[src/rtl/int2fp_seq_if.sv]
// Handshake bundle for int2fp_seq: an integer operand goes in and a binary32 result with an inexact flag comes out.
interface int2fp_seq_if;
    logic        in_valid;
    logic        in_ready;
    logic [31:0] in_data;
    logic        out_valid;
    logic        out_ready;
    logic [31:0] out_data;
    logic        out_inexact;

    modport master (
        output in_valid, in_data, out_ready,
        input  in_ready, out_valid, out_data, out_inexact
    );

    modport slave (
        input  in_valid, in_data, out_ready,
        output in_ready, out_valid, out_data, out_inexact
    );
endinterface

[src/rtl/int2fp_seq.sv]
// Purpose: 32-bit integer to binary32 converter with round-to-nearest-even; INT2FP_FAST_LZC_EN selects single-cycle normalisation.
// Latency: k+3 edges including the accept edge (k = leading zeros), 3 with INT2FP_FAST_LZC_EN, 1 for zero.
// Backpressure: one operand in flight; the result is held in DONE until out_ready, and in_ready stays low until then.
module int2fp_seq #(
    parameter bit SIGNED_IN = 1'b1
) (
    input  logic         clk,
    input  logic         rst,
    int2fp_seq_if.slave  bus
);
    typedef enum logic [1:0] {IDLE, NORM, ROUND, DONE} state_t;

    state_t      state;
    logic [31:0] mag;
    logic [8:0]  exp;
    logic        sign;
    logic        out_valid;
    logic [31:0] out_data;
    logic        out_inexact;

    logic        neg_in;
    logic [31:0] abs_in;
    logic        guard;
    logic        sticky;
    logic        rnd_up;
    logic [23:0] frac_rnd;

    assign bus.in_ready    = (state == IDLE) && !rst;
    assign bus.out_valid   = out_valid;
    assign bus.out_data    = out_data;
    assign bus.out_inexact = out_inexact;

    // 0x80000000 negates to itself, which read as unsigned is exactly 2^31.
    assign neg_in = SIGNED_IN && bus.in_data[31];
    assign abs_in = neg_in ? (~bus.in_data + 32'd1) : bus.in_data;

    assign guard    = mag[7];
    assign sticky   = |mag[6:0];
    assign rnd_up   = guard & (sticky | mag[8]);
    assign frac_rnd = {1'b0, mag[30:8]} + {23'd0, rnd_up};

`ifdef INT2FP_FAST_LZC_EN
    logic [4:0] lzc;

    // Ascending scan so the highest set bit writes last; mag is never zero in NORM.
    always_comb begin
        lzc = 5'd0;
        for (int i = 0; i < 32; i++) begin
            if (mag[i]) lzc = 5'(31 - i);
        end
    end
`endif

    always_ff @(posedge clk or posedge rst) begin
        if (rst) begin
            state       <= IDLE;
            mag         <= 32'd0;
            exp         <= 9'd0;
            sign        <= 1'b0;
            out_valid   <= 1'b0;
            out_data    <= 32'd0;
            out_inexact <= 1'b0;
        end else begin
            case (state)
                IDLE: begin
                    if (bus.in_valid) begin
                        if (bus.in_data == 32'd0) begin
                            out_data    <= 32'd0;
                            out_inexact <= 1'b0;
                            out_valid   <= 1'b1;
                            state       <= DONE;
                        end else begin
                            sign  <= neg_in;
                            mag   <= abs_in;
                            exp   <= 9'd158;
                            state <= NORM;
                        end
                    end
                end
                NORM: begin
`ifdef INT2FP_FAST_LZC_EN
                    mag   <= mag << lzc;
                    exp   <= exp - {4'd0, lzc};
                    state <= ROUND;
`else
                    if (!mag[31]) begin
                        mag <= {mag[30:0], 1'b0};
                        exp <= exp - 9'd1;
                    end else begin
                        state <= ROUND;
                    end
`endif
                end
                ROUND: begin
                    // A carry out of the rounded mantissa means 1.111..1 became 10.000..0.
                    if (frac_rnd[23]) begin
                        out_data <= {sign, 8'(exp + 9'd1), 23'd0};
                    end else begin
                        out_data <= {sign, exp[7:0], frac_rnd[22:0]};
                    end
                    out_inexact <= guard | sticky;
                    out_valid   <= 1'b1;
                    state       <= DONE;
                end
                DONE: begin
                    if (bus.out_ready) begin
                        out_valid <= 1'b0;
                        state     <= IDLE;
                    end
                end
                default: state <= IDLE;
            endcase
        end
    end
endmodule

[src/flat_wrapper.sv]
// flat-port wrapper written by rule: the top's interface ports become plain ports
module int2fp_seq_flat 
#(
    parameter bit SIGNED_IN = 1'b1
)
  (clk, rst, bus_in_valid, bus_in_data, bus_out_ready, bus_in_ready, bus_out_valid, bus_out_data, bus_out_inexact);
  int2fp_seq_if bus_i ();
  input  logic clk;
  input  logic rst;
  input wire logic [$bits(bus_i.in_valid)-1:0] bus_in_valid;
  input wire logic [$bits(bus_i.in_data)-1:0] bus_in_data;
  input wire logic [$bits(bus_i.out_ready)-1:0] bus_out_ready;
  output wire logic [$bits(bus_i.in_ready)-1:0] bus_in_ready;
  output wire logic [$bits(bus_i.out_valid)-1:0] bus_out_valid;
  output wire logic [$bits(bus_i.out_data)-1:0] bus_out_data;
  output wire logic [$bits(bus_i.out_inexact)-1:0] bus_out_inexact;
  assign bus_i.in_valid = bus_in_valid;
  assign bus_i.in_data = bus_in_data;
  assign bus_i.out_ready = bus_out_ready;
  assign bus_in_ready = bus_i.in_ready;
  assign bus_out_valid = bus_i.out_valid;
  assign bus_out_data = bus_i.out_data;
  assign bus_out_inexact = bus_i.out_inexact;
  int2fp_seq #(.SIGNED_IN(SIGNED_IN)) u_core (.clk(clk), .rst(rst), .bus(bus_i));
endmodule
[config.mk]
export PLATFORM = sky130hd
export DESIGN_NAME = int2fp_seq_flat
export DESIGN_NICKNAME = d
export VERILOG_FILES = /design/src/rtl/int2fp_seq_if.sv /design/src/rtl/int2fp_seq.sv /design/src/flat_wrapper.sv
export SDC_FILE = /design/constraint.sdc
export NUM_CORES = 1
export LEC_CHECK = 0
export BUFFER_PORTS_ARGS = -buffer_cell sky130_fd_sc_hd__clkbuf_2
export CORE_MARGIN = 5
export CORE_UTILIZATION = 30
export CTS_CLUSTER_DIAMETER = 150
export DETAILED_ROUTE_END_ITERATION = 16
export PLACE_DENSITY = 0.45
export SYNTH_ARGS = -nofsm -noshare
export SYNTH_HDL_FRONTEND = slang
export SYNTH_SLANG_ARGS = --single-unit
[constraint.sdc]
create_clock -name clk -period 6.6 [get_ports clk]
set_input_delay 0.66 -clock clk [delete_from_list [all_inputs] [get_ports clk]]
set_output_delay 0.66 -clock clk [all_outputs]
set_load 0.05 [all_outputs]
==> results by group <==
Drt
  – Vias: 4001
  – Vias/cell: 5.07
  – WL/cell: 16.2 um
  – Remaining DRCs: 0
  – DRT iter0 DRCs: 325
  – Drt total wl: 12800 um
  – DR pass1 iterations: 4
  – Post-DRT Antenna Nets: 0

Power and ir drop
  – Maximum vdd ir drop: 0.155 mV
  – Tot Pwr: 2.56 mW
  – LEAKAGE: 2.28 nW
  – Power Density: 467 nW/um^2

STA
  – Max Freq: 268 MHz
  – Max Slew Vio Count: 0
  – Min Tclk post-route: 3.74 ns
  – Unrepaired setup endpoints after global routing: false
  – Final setup fails: 0
  – TNS Setup: 0 ns
  – Final worst slack: 2.86 ns
  – Final hold vios: 0
  – Setup Skew: 0.0107 ns
  – Worst Tran Pin Value: 1.02 ns
  – Final period utilization: 56.6%
  – Worst slew margin: 31.8%

Clock network
  – Root cell of the clock tree: clkbuf_16
  – Post-CTS setup buffer count: 0
  – CTS tree: yes
  – Clock sink count: 77
  – CTS buffer count: 9
  – # hold bufs at CTS: 0
  – Clock buffer depth: 2
  – Worst skew pair latency: 0.33 ns
  – H-tree depth: 3
  – Clk slew on worst S/H paths: 0.06 ns
  – Post-CTS Resized: 0

Placed design
  – DP Area: 5210 sq um
  – Hpwl dp: 9430 um
  – RePlAce Congestion: 0.820
  – Buffers on Ports: 70
  – Worst slack, placed: 2.77 ns

Worst setup path
  – Critical path's slowest cell: clkinv_1
  – Worst setup EP type: flop
  – Startpoint Class: flop
  – Arrival time worst endpoint: 3.95 ns
  – Crit-path cells: inv_1 -> ha_1 -> clkinv_1 -> nor2_1 -> buf_4 -> nor2_1 -> o21ai_0 -> o21ai_0
  – Setup Crit Path Kind: reg -> reg
  – CP max FO: 27
  – Max stage delay on crit path: 0.91 ns
  – Worst Path Required: 6.81 ns
  – Worst r2r path cells: 8

Status
  – Status: finished, final reports clean

Logic synthesis
  – Synthesized flop and latch total: 77
  – Post-synthesis cell count: 522
  – Async SR Flop Fraction: 100%
  – Post-synth EDFFs: 0
  – Syn Nets: 567
  – Main synth FF type: dfrtp_1
  – Post-synth top area cell: dfrtp_1
  – Netlist Area Pre-Place: 4700 sq um
  – Register area share after synthesis: 41.0%
  – Syn_area_per_cell: 9.00 sq um
  – Yosys Warn Count: 0
  – Distinct cell type count after synthesis: 54
  – Synth area leaders: dfrtp_1 (41%), xnor2_1 (6.7%), nand2_1 (6.3%)
  – Area share of the largest cell type after synthesis: 41.0%

Layout
  – Nets@finish: 619
  – Antenna cells: 0
  – Area Growth Syn to Fin: 16.8%
  – Fraction of layout cells with a size suffix above 1: 17.6%
  – Finished Cell Area: 5490 sq um

Floorplanning
  – DIE AREA: 18300 sq um
  – Num ports: 71
  – Area of the core: 15300 sq um
  – Die width: 135 um
  – DIE HEIGHT: 135 um
  – Initial core utilization: 30.8%
  – # rows: 45

Global route
  – Vias in the first global route: 3860
  – Grt ovf: 0
  – GRT Util Overall: 14.6%
  – Largest net degree at the start of global routing: 78
  – Antenna violations before repair: 0
  – First-pass GRT wire length: 21100 um

Hold path
  – Hold Crit Class: reg -> reg
  – Worst hold stages: 2

Flow run
  – Max-cap violations: 0
-- logic make-up (layout without fill, tap and decap cells) --
logic type	after synthesis	count (layout)	share of synthesized area (%)
compound gates	146	146	21.1
xor+xnor	60	60	11.2
fa+ha+maj	9	9	2.40
buf+inv	44	100	3.99
flops	77	77	41.0
mux	4	4	0.879
simple gates	182	182	19.4
-- area by class of cell --
| type | instances | area [sq um] |
|---|---|---|
| fill | 1568 | 9770 |
| multi-input combinational | 401 | 2600 |
| sequential | 77 | 1930 |
| timing repair buffer | 73 | 373 |
| clock buffer | 14 | 274 |
| tap | 211 | 264 |
| inverter | 12 | 45.0 |
| clock inverter | 1 | 5.00 |
-- synth_stat cells (8+ instances only) --
master,count
inv_1,11
nor4_1,8
ha_1,9
o21ai_0,58
nand4_1,13
nand2_1,79
a22oi_1,22
xnor2_1,36
dfrtp_1,77
nand2b_1,9
o31ai_1,25
xor2_1,24
clkbuf_1,21
a21oi_1,9
nor2_1,18
nor3_1,12
nand3_1,16
-- flip-flops by register name, indices dropped and copies added, names as in the netlist --
register,flops
u_core.mag,32
u_core.state,2
u_core.bus.out_valid,1
u_core.bus.out_data,32
u_core.bus.out_inexact,1
u_core.sign,1
u_core.exp,8
-- layer usage --
metal  share of wire (%)  wire, um  global-route usage (%)
met1                  55      6970                    23.2
met2                  39      4930                    18.7
met3                 4.3       548                    3.16
met4                 2.5       314                    5.43
met5                   0         0                       0
-- placed cells by master, fill, tap and decap left out, types with 5 or more instances in the layout --
cell and n:
a21oi_1 9, a22oi_1 22, clkbuf_16 9, clkbuf_2 70, dfrtp_1 77, ha_1 9
inv_1 10, nand2_1 79, nand2b_1 9, nand3_1 16, nand4_1 13, nor2_1 18
nor3_1 12, nor4_1 8, o21ai_0 58, o31ai_1 25, o31ai_2 5, o41ai_1 7
xnor2_1 36, xor2_1 24
-- critical path, delay by kind of cell (launching register included) --
| kind | cells | cell delay (ns) |
|---|---|---|
| adders and majority gates | 1 | 0.70 |
| AOI/OAI and AO/OA | 2 | 0.19 |
| and+or+nand+nor | 2 | 0.90 |
| buffers and inverters | 3 | 1.39 |
| DFF | 1 | 0.41 |
-- final timing paths --
kind	from	endpoint	slack [ns]
min in group asynchronous	rst	u_core.state[0]	0.62
max reg2reg	u_core.state[1]	u_core.state[0]	2.86
min reg2reg	u_core.bus.out_data[8]	u_core.bus.out_data[8]	0.47
min	u_core.bus.out_data[8]	u_core.bus.out_data[8]	0.47
max in group asynchronous	rst	u_core.bus.out_data[26]	5.29
max	u_core.state[1]	u_core.state[0]	2.86
-- stage by stage --
step / hold slack, ns / instances / utilization [%]
floorplan: 0.472 / 522 / -
global placement: 0.466 / 774 / 34.1
detailed placement: 0.469 / 774 / 34.1
CTS: 0.482 / 789 / 36.0
global route: 0.494 / 789 / 36.0
finish: 0.474 / 789 / 36.0
-- power by group --
part,switching [mW],total (mW),internal [mW]
registers,0.203,0.872,0.669
clock network,0.186,0.469,0.283
logic,0.868,1.22,0.353
total,1.26,2.56,1.31
(Power assumes the default switching activity.)
